===== src/rtl/regfile_scoreboard.sv =====
// Integer register file with a per-register busy scoreboard, same-cycle writeback
// forwarding on the read ports and a registered count of outstanding producers.
module regfile_scoreboard #(
  parameter  int XLEN  = 32,
  parameter  int NREGS = 32,
  parameter  int NR    = 2,
  parameter  int NW    = 1,
  localparam int AW    = $clog2(NREGS)
) (
  input  logic              clk,
  input  logic              rst_n,
  input  logic [NW-1:0]     w_valid,
  input  logic [NW*AW-1:0]  w_ad,
  input  logic [NW*XLEN-1:0] w_data,
  input  logic [NR-1:0]     r_valid,
  input  logic [NR*AW-1:0]  r_ad,
  output logic [NR-1:0]     r_rdy,
  output logic [NR*XLEN-1:0] r_data,
  input  logic              rsv_valid,
  input  logic [AW-1:0]     rsv_ad,
  output logic              rsv_ready,
  output logic [AW:0]       busy_cnt
);

  localparam int CW = AW + 1;

  logic [XLEN-1:0]  r_regs [NREGS];
  logic [NREGS-1:0] r_busy;
  logic [CW-1:0]    r_cnt;
  logic [XLEN-1:0]  r_rd [NR];

  logic [AW-1:0]    w_wad  [NW];
  logic [XLEN-1:0]  w_wdat [NW];
  logic [AW-1:0]    w_rad  [NR];
  logic [NREGS-1:0] w_busy_nxt;
  logic [CW-1:0]    w_cnt_nxt;
  logic             w_rsv_hit;
  logic             w_rsv_take;

  generate
    for (genvar gi = 0; gi < NW; gi++) begin : g_wr_unpack
      assign w_wad[gi]  = w_ad[gi*AW +: AW];
      assign w_wdat[gi] = w_data[gi*XLEN +: XLEN];
    end
  endgenerate

  // Read ports: forward any same-cycle writeback (last matching port wins)
  generate
    for (genvar gi = 0; gi < NR; gi++) begin : g_rd
      logic            w_hit;
      logic [XLEN-1:0] w_fwd;

      assign w_rad[gi] = r_ad[gi*AW +: AW];

      always_comb begin
        w_hit = 1'b0;
        w_fwd = r_regs[w_rad[gi]];
        for (int i = 0; i < NW; i++) begin
          if (w_valid[i] && (w_wad[i] == w_rad[gi])) begin
            w_hit = 1'b1;
            w_fwd = w_wdat[i];
          end
        end
        if (w_rad[gi] == '0) w_fwd = '0;
      end

      assign r_rdy[gi] = (w_rad[gi] == '0) || !r_busy[w_rad[gi]] || w_hit;

      always_ff @(posedge clk or negedge rst_n) begin
        if (!rst_n)
          r_rd[gi] <= '0;
        else if (r_valid[gi])
          r_rd[gi] <= w_fwd;
      end

      assign r_data[gi*XLEN +: XLEN] = r_rd[gi];
    end
  endgenerate

  always_comb begin
    w_rsv_hit = 1'b0;
    for (int i = 0; i < NW; i++) begin
      if (w_valid[i] && (w_wad[i] == rsv_ad)) w_rsv_hit = 1'b1;
    end
  end

  assign rsv_ready  = (rsv_ad == '0) || !r_busy[rsv_ad] || w_rsv_hit;
  assign w_rsv_take = rsv_valid && rsv_ready && (rsv_ad != '0);

  // Reserve is applied after writeback clears so a new producer keeps the bit
  always_comb begin
    w_busy_nxt = r_busy;
    for (int i = 0; i < NW; i++) begin
      if (w_valid[i]) w_busy_nxt[w_wad[i]] = 1'b0;
    end
    if (w_rsv_take) w_busy_nxt[rsv_ad] = 1'b1;
    w_busy_nxt[0] = 1'b0;
    w_cnt_nxt = '0;
    for (int k = 0; k < NREGS; k++) begin
      w_cnt_nxt = w_cnt_nxt + CW'(w_busy_nxt[k]);
    end
  end

  always_ff @(posedge clk or negedge rst_n) begin
    if (!rst_n) begin
      r_busy <= '0;
      r_cnt  <= '0;
    end else begin
      r_busy <= w_busy_nxt;
      r_cnt  <= w_cnt_nxt;
    end
  end

  always_ff @(posedge clk or negedge rst_n) begin
    if (!rst_n) begin
      for (int k = 0; k < NREGS; k++) r_regs[k] <= '0;
    end else begin
      for (int i = 0; i < NW; i++) begin
        if (w_valid[i] && (w_wad[i] != '0)) r_regs[w_wad[i]] <= w_wdat[i];
      end
    end
  end

  assign busy_cnt = r_cnt;

endmodule


===== config.mk =====
export PLATFORM = sky130hd
export DESIGN_NAME = regfile_scoreboard
export DESIGN_NICKNAME = d
export VERILOG_FILES = /design/src/rtl/regfile_scoreboard.sv
export SDC_FILE = /design/constraint.sdc
export NUM_CORES = 2
export LEC_CHECK = 0
export BUFFER_PORTS_ARGS = -buffer_cell sky130_fd_sc_hd__clkbuf_2
export CAP_MARGIN = 20
export CORE_AREA = 5 5 374 376
export DETAILED_ROUTE_END_ITERATION = 10
export DIE_AREA = 0 0 379 381
export REMOVE_ABC_BUFFERS = 1
export SETUP_SLACK_MARGIN = 0.05
export SLEW_MARGIN = 10
export SYNTH_ARGS = -nofsm -noshare
export SYNTH_HDL_FRONTEND = slang
export SYNTH_SLANG_ARGS = --single-unit

===== constraint.sdc =====
create_clock -name clk -period 7.5 [get_ports clk]
set_clock_uncertainty 0.05 [all_clocks]
set_input_delay 0.375 -clock clk [delete_from_list [all_inputs] [get_ports clk]]
set_output_delay 0.375 -clock clk [all_outputs]
set_load 0.01 [all_outputs]

==> impl_metrics.csv <==
group,metric,value,unit
pwr,vdd_drop_max,0.758,mV
drt,wirelength,211000,um
cells_and_area,post-route-cell-area,67300,um^2
yosys,synth-edff-count,0,
global_routing,antenna_found_initial,1,
sta,slew_violations,0,
pwr,switchingPower,6.17,mW
yosys,postSynthCellCount,4262,
floorplan,dieArea,144000,um^2
worst_setup_path,critPathBufInv,5,
floorplan,pin_count,131,
sta,max_clock_freq,0.150,GHz
worst_setup_path,startpoint,"r_busy[31]",
yosys,ys_async_sr_fraction,100,%
global_routing,grt-ovfl-total,0,
floorplan,initial_core_util,44.5,%
cts,tritoncts,"done",
worst_setup_path,cp_max_fo,11,
worst_setup_path,cpMaxStageDelayCell,"a2111oi_4",
sta,timing.final.crit_period,6.65,ns
yosys,synth.top_cell.area_share,46.4,%
yosys,syn_avg_cell_area,14.2,um^2
pwr,switching_share,30.4,%
worst_setup_path,worstPathArrival,7.30,ns
global_routing,grt_first_pass_wirelength,306000,um
cts,cts_buffers,131,
global_routing,track_usage,29.3,%
drt,avgViaCountPerCell,6.71,
worst_setup_path,start_kind,"flip-flop",
pwr,p_per_area,302,nW/um^2
drt,vias,40723,
cts,cts.repair.resized,0,
pwr,p_comb_share,27.1,%
sta,setup_tns,0,ns
outcome,status,"finished clean",
floorplan,die_x,379,um
min_path,hold_path.class,"primary input to asynchronous set/reset pin",
cells_and_area,fin_nets,4265,
worst_setup_path,slowest_delay,0.59,ns
drt,first_iter_violations,4229,
cts,cts.sinks,1125,
worst_setup_path,path_depth,21,
floorplan,core,136000,um^2
worst_setup_path,cp.required,8.14,ns
placement,dp_hpwl,118000,um
worst_setup_path,critPathKind,"flip-flop to flip-flop",
worst_setup_path,crit_path_end_kind,"flip-flop",
worst_setup_path,worstReg2RegEnd,"busy_cnt[4]",
cts,ctsHtreeMaxLevel,4,
yosys,synthTopCellsByCount,"1125 x dfrtp_1, 986 x mux2_2, 471 x mux4_2, 217 x clkbuf_1, 209 x mux2i_1",
cts,clockRootBuffer,"clkbuf_16",
pwr,seqPwrFrac,40.4,%
sta,period_share,88.7,%
floorplan,rows,136,
worst_setup_path,r2r_start,"r_busy[31]",
worst_setup_path,crit_path_end,"busy_cnt[4]",
yosys,netlist_area,60700,um^2
job,drv_cap,0,
drt,drc,0,
placement,port_buffers,130,
pwr,p_clk_share,32.5,%
worst_setup_path,path_delay_family,"adder cells",
drt,drt-pass1-iter-count,6,
global_routing,grt_max_degree,164,
pwr,p_total,20.3,mW
yosys,ys.flop_type,"dfrtp_1",
cells_and_area,synthToLayoutAreaGrowth,10.8,%
cts,cts_buffer_depth,3,
yosys,synth_sequential_area_ratio,46.4,%
sta,tightest_slew,1.23,ns
drt,wl_per_cell,34.8,um
worst_setup_path,crit_top_cell,"fa_1",
worst_setup_path,reg2regPathDepth,21,
global_routing,first_global_vias,41407,
cts,post-cts-setup-buffer-count,0,
cts,clk_latency,0.78,ns
worst_setup_path,ff2ff_setup_slack,0.85,ns
cells_and_area,drive_above_1_share,46.3,%
yosys,synth_area_leaders,"dfrtp_1 46%, mux2_2 18%, mux4_2 17%",
sta,rsz0062_at_grt,"false",
sta,maxSlewHeadroom,17.8,%
placement,gp_congestion,0.861,
yosys,synth_most_common_cell,"dfrtp_1",
drt,drtAntennaViolNets,0,
sta,setup_viol,0,
yosys,synth_top_cell_by_area,"dfrtp_1",
placement,placed_area,62800,um^2
yosys,synth_warnings,0,
yosys,ys_ff_latch,1125,
yosys,synthDistinctLibCells,71,
pwr,internal_power,14.1,mW
cts,cts_hold_buffers,1,
sta,finalHoldViolCount,0,
cts,clk_pin_slew_worst_paths,0.06,ns
pwr,total_leakage_power,29.2,nW
worst_setup_path,crit_chain,"mux4_2 > nor2b_1 > a2111oi_4 > nand3_1 > and3_1 > fa_1 > inv_1 > fa_1 > fa_1 > fa_1 > inv_1 > fa_1 > inv_1 > fa_1 > inv_1 > fa_1 > inv_1 > fa_1 > a21o_1 > a21oi_1 > xnor2_1",
floorplan,die_y,381,um
==> how the worst min path moves through the flow <==
stage                start     endpoint  slack, ns  cells past startpoint
3_3_place_gp   r_regs[994]  r_regs[994]       0.33                      0
5_1_grt         r_valid[1]   r_data[42]       0.11                      2
4_1_cts         r_valid[1]   r_data[33]       0.08                      2
3_5_place_dp         rst_n  r_regs[770]       0.33                      1
6_report             rst_n  r_regs[962]       0.12                      2
2_1_floorplan        rst_n  busy_cnt[0]       0.03                      0
==> layer usage <==
layer  wire length [um]  GRT usage, %  part of all wire (%)  vias up
met5                  0             0                     0        -
met4               9530          11.9                   4.5        0
met3              15000          6.05                   7.1      459
met2              99600          45.9                    47     1722
met1              87200          40.3                    41    22291
li1                   -             -                     -    16251
==> cell usage in the layout (no fill, tap or decap), drive strengths merged, types with 36 or more instances in the layout <==
master / count
nand3: 85
mux2i: 209
inv: 55
a21oi: 38
o22ai: 36
mux4: 471
buf: 119
nand2: 100
nor2: 84
mux2: 1007
clkbuf: 314
a22oi: 106
dfrtp: 1125
o21ai: 70
==> worst register-to-register path, stage by stage (launching register included) <==
cell       delay (ns)
dfrtp_1          0.42
mux4_2           0.49
nor2b_1          0.19
a2111oi_4        0.59
nand3_1          0.20
and3_1           0.28
fa_1             0.54
inv_1            0.06
fa_1             0.54
fa_1             0.43
fa_1             0.53
inv_1            0.06
fa_1             0.47
inv_1            0.05
fa_1             0.44
inv_1            0.08
fa_1             0.16
inv_1            0.07
fa_1             0.45
a21o_1           0.20
a21oi_1          0.17
xnor2_1          0.14
==> logic make-up after synthesis <==
family                     count (synthesis)  share of synthesized area (%)
adders and majority gates                 30                          0.903
AOI/OAI and AO/OA                        434                           5.21
buffers and inverters                    512                           3.80
and+or+nand+nor                          456                           3.83
muxes                                   1687                           39.6
xor gates and xnor gates                  18                          0.260
DFF                                     1125                           46.4
==> through the flow <==
| step | worst slack, ns | hold slack (ns) | cells | util (%) |
|---|---|---|---|---|
| after detailed placement | 0.479 | 0.328 | 5837 | 46.0 |
| after CTS | 0.872 | 0.0810 | 6069 | 49.3 |
| after floorplan | 0.573 | 0.0294 | 3800 | - |
| after global placement | 0.469 | 0.327 | 5836 | 46.0 |
| final | 0.846 | 0.116 | 6071 | 49.3 |
| after global routing | 0.577 | 0.113 | 6070 | 49.3 |
==> cell type report <==
type / count / area, um^2
well taps: 1794 / 2240
diodes: 2 / 5.00
repair buffers: 244 / 1740
inverters: 50 / 188
multi-input cells: 2625 / 30500
clock buffers: 190 / 3930
clock inverters: 41 / 470
fillers: 11843 / 69200
flip-flops and latches: 1125 / 28200
==> power by group through the flow <==
stage / logic, mW / registers [mW] / clock network, mW
2_1_floorplan: 3.99 / 7.97 / 0
3_3_place_gp: 5.42 / 8.21 / 0
3_5_place_dp: 5.55 / 8.26 / 0
4_1_cts: 5.57 / 8.16 / 6.68
5_1_grt: 6.11 / 8.33 / 6.93
6_report: 5.50 / 8.20 / 6.59
==> state kept, by name (all words and copies together) (netlist names) <==
signal / flops
busy_cnt: 6
r_busy: 31
r_regs: 1024
r_data: 64
Note: power is estimated with default switching activity, not from simulation.
